[config.mk]
export PLATFORM = sky130hd
export DESIGN_NAME = two_bit_demux_1to4
export DESIGN_NICKNAME = d
export VERILOG_FILES = /design/src/rtl/two_bit_demux_pkg.sv /design/src/rtl/two_bit_demux_1to4_slot.sv /design/src/rtl/two_bit_demux_1to4.sv
export SDC_FILE = /design/constraint.sdc
export NUM_CORES = 1
export LEC_CHECK = 0
export CORE_UTILIZATION = 39
export DETAILED_ROUTE_END_ITERATION = 16
export PLACE_DENSITY = 0.82
export SLEW_MARGIN = 20
export SYNTH_ARGS = -nofsm -noshare
export SYNTH_HDL_FRONTEND = slang
export SYNTH_HIERARCHICAL = 1
export SYNTH_SLANG_ARGS = --single-unit
export TNS_END_PERCENT = 1
[constraint.sdc]
create_clock -name clk -period 2 [get_ports clk]
set_input_delay 0.4 -clock clk [delete_from_list [all_inputs] [get_ports clk]]
set_output_delay 0.4 -clock clk [all_outputs]
set_load 0.03 [all_outputs]
[src/rtl/two_bit_demux_pkg.sv]
// two_bit_demux_pkg
//   Shared constants and types for the buffered 1-to-4 demultiplexer.
//   NUM_CH  : number of output channels
//   SEL_W   : width of the channel selector
//   COUNT_W : width of each per-channel delivered counter
//   slot_state_t : holding-slot occupancy (EMPTY / FULL)
package two_bit_demux_pkg;

   localparam int NUM_CH  = 4;
   localparam int SEL_W   = 2;
   localparam int COUNT_W = 8;

   typedef enum logic {
      EMPTY = 1'b0,
      FULL  = 1'b1
   } slot_state_t;

   // One-hot decode of a channel selector.
   function automatic logic [NUM_CH-1:0] decode_sel(input logic [SEL_W-1:0] sel);
      logic [NUM_CH-1:0] one;
      one = 1;
      return one << sel;
   endfunction

endpackage

[src/rtl/two_bit_demux_1to4_slot.sv]
// demux_slot
//   One-entry holding register for one demux output channel.
//   Ports:
//     clk      : rising-edge clock
//     reset    : synchronous active-high reset (slot EMPTY, data zero)
//     i_load   : write i_data into the slot this edge
//     i_drain  : consumer takes the held value this edge
//     i_data   : value to load
//     o_valid  : slot is FULL
//     o_data   : held value (last loaded value while EMPTY)
module demux_slot
   import two_bit_demux_pkg::*;
#(
   parameter int WIDTH = 2
) (
   input  logic             clk,
   input  logic             reset,
   input  logic             i_load,
   input  logic             i_drain,
   input  logic [WIDTH-1:0] i_data,
   output logic             o_valid,
   output logic [WIDTH-1:0] o_data
);

   slot_state_t      r_state;
   slot_state_t      w_state_nxt;
   logic [WIDTH-1:0] r_data;

   always_ff @(posedge clk) begin
      if (reset) r_state <= EMPTY;
      else       r_state <= w_state_nxt;
   end

   // A load wins over a drain: on a simultaneous drain and load the old
   // value leaves and the new one takes its place, so the slot stays FULL.
   always_comb begin
      w_state_nxt = r_state;
      if (i_load)       w_state_nxt = FULL;
      else if (i_drain) w_state_nxt = EMPTY;
   end

   always_ff @(posedge clk) begin
      if (reset)       r_data <= '0;
      else if (i_load) r_data <= i_data;
   end

   assign o_valid = (r_state == FULL);
   assign o_data  = r_data;

endmodule

[src/rtl/two_bit_demux_1to4.sv]
// two_bit_demux_1to4
//   Buffered 1-to-4 demultiplexer. A value accepted on the in_valid/in_ready
//   handshake is steered by decider into one of four one-entry slots; each
//   slot drains on its own out_valid/out_ready channel.
//   Ports:
//     clk, reset : rising-edge clock, synchronous active-high reset
//     in_data    : value to distribute (WIDTH bits)
//     in_valid   : producer has a value
//     in_ready   : block accepts a value this cycle (combinational)
//     decider    : destination channel 0..3, sampled in the accept cycle
//     out_data   : channel i at bits [i*WIDTH +: WIDTH]
//     out_valid  : slot i holds a value
//     out_ready  : consumer i takes its value
//     out_count  : per-channel delivered count, 8 bits per channel
//                  (only when DEMUX_COUNT_EN is defined)
//   Optional feature macro: DEMUX_COUNT_EN
module two_bit_demux_1to4
   import two_bit_demux_pkg::*;
#(
   parameter int WIDTH = 2
) (
   input  logic                      clk,
   input  logic                      reset,
   input  logic [WIDTH-1:0]          in_data,
   input  logic                      in_valid,
   output logic                      in_ready,
   input  logic [SEL_W-1:0]          decider,
   output logic [NUM_CH*WIDTH-1:0]   out_data,
   output logic [NUM_CH-1:0]         out_valid,
   input  logic [NUM_CH-1:0]         out_ready
`ifdef DEMUX_COUNT_EN
   ,
   output logic [NUM_CH*COUNT_W-1:0] out_count
`endif
);

   logic                          w_accept;
   logic [NUM_CH-1:0]             w_load;
   logic [NUM_CH-1:0]             w_drain;
   logic [NUM_CH-1:0][WIDTH-1:0]  w_slot_data;

   // Only the selected slot can stall the input; a FULL slot whose consumer
   // is taking its value this cycle frees up in time for the new load.
   assign in_ready = ~reset & (~out_valid[decider] | out_ready[decider]);
   assign w_accept = in_valid & in_ready;
   assign w_load   = decode_sel(decider) & {NUM_CH{w_accept}};
   assign w_drain  = out_valid & out_ready;

   for (genvar i = 0; i < NUM_CH; i++) begin : g_slot
      demux_slot #(.WIDTH(WIDTH)) u_slot (
         .clk     (clk),
         .reset   (reset),
         .i_load  (w_load[i]),
         .i_drain (w_drain[i]),
         .i_data  (in_data),
         .o_valid (out_valid[i]),
         .o_data  (w_slot_data[i])
      );
      assign out_data[i*WIDTH +: WIDTH] = w_slot_data[i];
   end

`ifdef DEMUX_COUNT_EN
   logic [NUM_CH-1:0][COUNT_W-1:0] r_count;

   // Counters wrap naturally; reset takes priority so drains seen in a
   // reset cycle are never counted.
   always_ff @(posedge clk) begin
      if (reset) begin
         r_count <= '0;
      end else begin
         for (int i = 0; i < NUM_CH; i++) begin
            if (w_drain[i]) r_count[i] <= r_count[i] + 1'b1;
         end
      end
   end

   assign out_count = r_count;
`endif

endmodule

==> impl_metrics.env <==
export IMPL_max_freq_mhz=519
export IMPL_routed_wl_microns=1260
export IMPL_wl_per_cell_microns=11.3
export IMPL_netlist_area_sq_um=556
export IMPL_period_share_pct=96.4
export IMPL_synthArstFlopShare_pct=0
export IMPL_drcViolationCount=0
export IMPL_crit_arrival_ns=1.53
export IMPL_num_antenna_cells=0
export IMPL_cap_viol_max_count=0
export IMPL_ant_nets=0
export IMPL_path_max_fanout=3
export IMPL_synth_ff_type="dfxtp_1"
export IMPL_power_total_mw=0.533
export IMPL_grt_max_degree=15
export IMPL_place_gp_congestion=0.623
export IMPL_final_core_utilization_pct=67.4
export IMPL_grt_busiest_layer="met2"
export IMPL_drive_above_1_share_pct=13.5
export IMPL_drt_vias_per_instance=4.91
export IMPL_clock_sinks=12
export IMPL_hpwl_microns=945
export IMPL_synth_area_top_cells="dfxtp_1 43%, mux2i_1 14%, nor2_1 6.8%"
export IMPL_finalMaxSlewViolations=0
export IMPL_synth_avg_cell_area_sq_um=8.96
export IMPL_dr_pass1_iters=4
export IMPL_cts_resized_gates=2
export IMPL_setup_viol=0
export IMPL_postCtsSetupRepairBufs=0
export IMPL_gr_usage_met3_pct=6.25
export IMPL_cts_tree="yes"
export IMPL_nNetsFinal=108
export IMPL_synthesis_nets=73
export IMPL_initial_core_util_pct=42.2
export IMPL_clk_latency_ns=0.27
export IMPL_num_rows=13
export IMPL_use_met1_pct=21.3
export IMPL_fp_dieW_microns=39.7
export IMPL_area_growth_pct=59.9
export IMPL_grt_pass1_wl_microns=2010
export IMPL_clockBufferDepth=2
export IMPL_cp_slowest_cell="clkdlybuf4s50_1"
export IMPL_hold_viol=0
export IMPL_vdd_drop_max_v=0.000425
export IMPL_cellPowerDensity_mw_per_mm2=600
export IMPL_grt_antenna_before_repair=0
export IMPL_multi_input_area_sq_um=289
export IMPL_p_leak_nw=0.329
export IMPL_gr_usage_met2_pct=34.0
export IMPL_fp_coreArea_sq_mm=0.00132
export IMPL_end_kind="output port"
export IMPL_ys_seq_elements=12
export IMPL_slowest_delay_ns=0.50
export IMPL_cts_buffers=3
export IMPL_crit_chain="clkdlybuf4s50_1 > nand4b_1 > nand3_1 > a311oi_2 > buf_4"
export IMPL_grt_use_total_pct=19.8
export IMPL_drtIter0Drc=5
export IMPL_die_h_microns=39.7
export IMPL_slew_headroom_pct=78.3
export IMPL_fin_crit_ns=1.93
export IMPL_n_fill_cell=114
export IMPL_fin_skew_ns=0.00237
export IMPL_regArea_sq_um=240
export IMPL_hold_class="reg2reg"
export IMPL_status="completed"
export IMPL_criticalPathCategory="in2out"
export IMPL_via_count=545
export IMPL_required_ns=1.60
export IMPL_root_buffer="clkbuf_4"
export IMPL_yosysTopAreaCell="dfxtp_1"
export IMPL_die_area_sq_mm=0.00158
export IMPL_grt_pass1_vias=504
export IMPL_rsz0062_at_grt="false"
export IMPL_ys_seq_area_share_pct=43.2
export IMPL_ios=24
export IMPL_ys_warn_count=6
export IMPL_synth_top_area_share_pct=43.2
export IMPL_start_kind="input pin"
export IMPL_grt_ovfl_total=0
export IMPL_path_clk_slew_ns=0.08
export IMPL_synthDistinctLibCells=16
export IMPL_io_buffer_count=23
export IMPL_tightest_slew_ns=0.325
export IMPL_syn_inst=62
export IMPL_htree_levels=1
export IMPL_synth_edff_count=0
export IMPL_cts_hold_buf=0
-- per-layer routing --
metal / up-vias / share of wire [%]
met1: 240 / 46
met4: 0 / 1.2
met5: - / 0
met2: 19 / 46
met3: 4 / 6.7
li1: 282 / -
-- stage by stage --
step,setup TNS (ns),std cells,setup slack [ns],instance area (sq um),hold slack [ns]
after floorplan,0,62,0.412,556,0.469
after global placement,0,107,0.0279,855,0.476
after detailed placement,-0.0554,107,-0.0554,855,0.485
after CTS,0,111,0.0496,888,0.509
after global routing,0,111,0.0222,888,0.533
final,0,111,0.0716,888,0.503
-- registers in the layout, summed over array words and instances, names as in the netlist --
| name | cells |
|---|---|
| g_slot.u_slot/o_data | 8 |
| g_slot.u_slot/o_valid | 4 |
-- cell families after synthesis --
| family | after synthesis | share of synthesized area, % |
|---|---|---|
| DFF | 12 | 43.2 |
| muxes | 8 | 14.4 |
| AOI/OAI and AO/OA | 8 | 9.91 |
| and+or+nand+nor | 27 | 27.7 |
| buffers and inverters | 7 | 4.73 |
-- critical path, delay by kind of cell --
family	cells	cell delay, ns
AO/OA/AOI/OAI	1	0.20
AND/OR/NAND/NOR	2	0.23
buffers and inverters	2	0.70
-- cell usage after synthesis, drive strengths merged (2+ instances only) --
| cell type | number |
|---|---|
| dfxtp | 12 |
| and2 | 4 |
| a21oi | 4 |
| nand4bb | 2 |
| nand2b | 5 |
| nor2 | 10 |
| mux2i | 8 |
| nor3 | 2 |
| o21ai | 2 |
| inv | 7 |
-- worst paths after layout --
| check | start | end | cells past startpoint | slack (ns) |
|---|---|---|---|---|
| hold reg to reg | g_slot[0].u_slot/o_data[1] | g_slot[0].u_slot/o_data[1] | 2 | 0.50 |
| hold / removal | g_slot[0].u_slot/o_data[1] | g_slot[0].u_slot/o_data[1] | 2 | 0.50 |
| setup / recovery | out_ready[3] | in_ready | 5 | 0.07 |
| setup reg to reg | g_slot[0].u_slot/o_valid | g_slot[0].u_slot/o_data[0] | 4 | 0.76 |
-- layout by cell type, fill, tap and decap left out --
cell type,instances
clkdlybuf4s50_1,20
dfxtp_1,12
o21ai_0,2
nand4bb_1,2
dlygate4sd2_1,2
a311oi_2,1
nor3_1,2
mux2i_1,8
nand2b_1,5
inv_1,7
nand3b_1,1
buf_4,8
a2111oi_1,1
and2_1,4
nor2b_1,1
nand4b_1,1
clkbuf_4,3
nand3_1,1
clkbuf_8,1
a21oi_1,4
nor2_1,10
-- report_power, final --
group | internal [mW] | switching [mW]
Sequential | 0.245 | 0.00519
Clock | 0.111 | 0.0821
Combinational | 0.0472 | 0.0427
Total | 0.403 | 0.130
-- layout make-up --
type	instances	share of cell area, %
clock buffer	4	4.08
inverter	7	2.96
multi-input combinational	43	32.5
sequential	12	27.0
tap	15	2.11
timing repair buffer	30	31.3
Note: power is estimated with default switching activity, not from simulation.
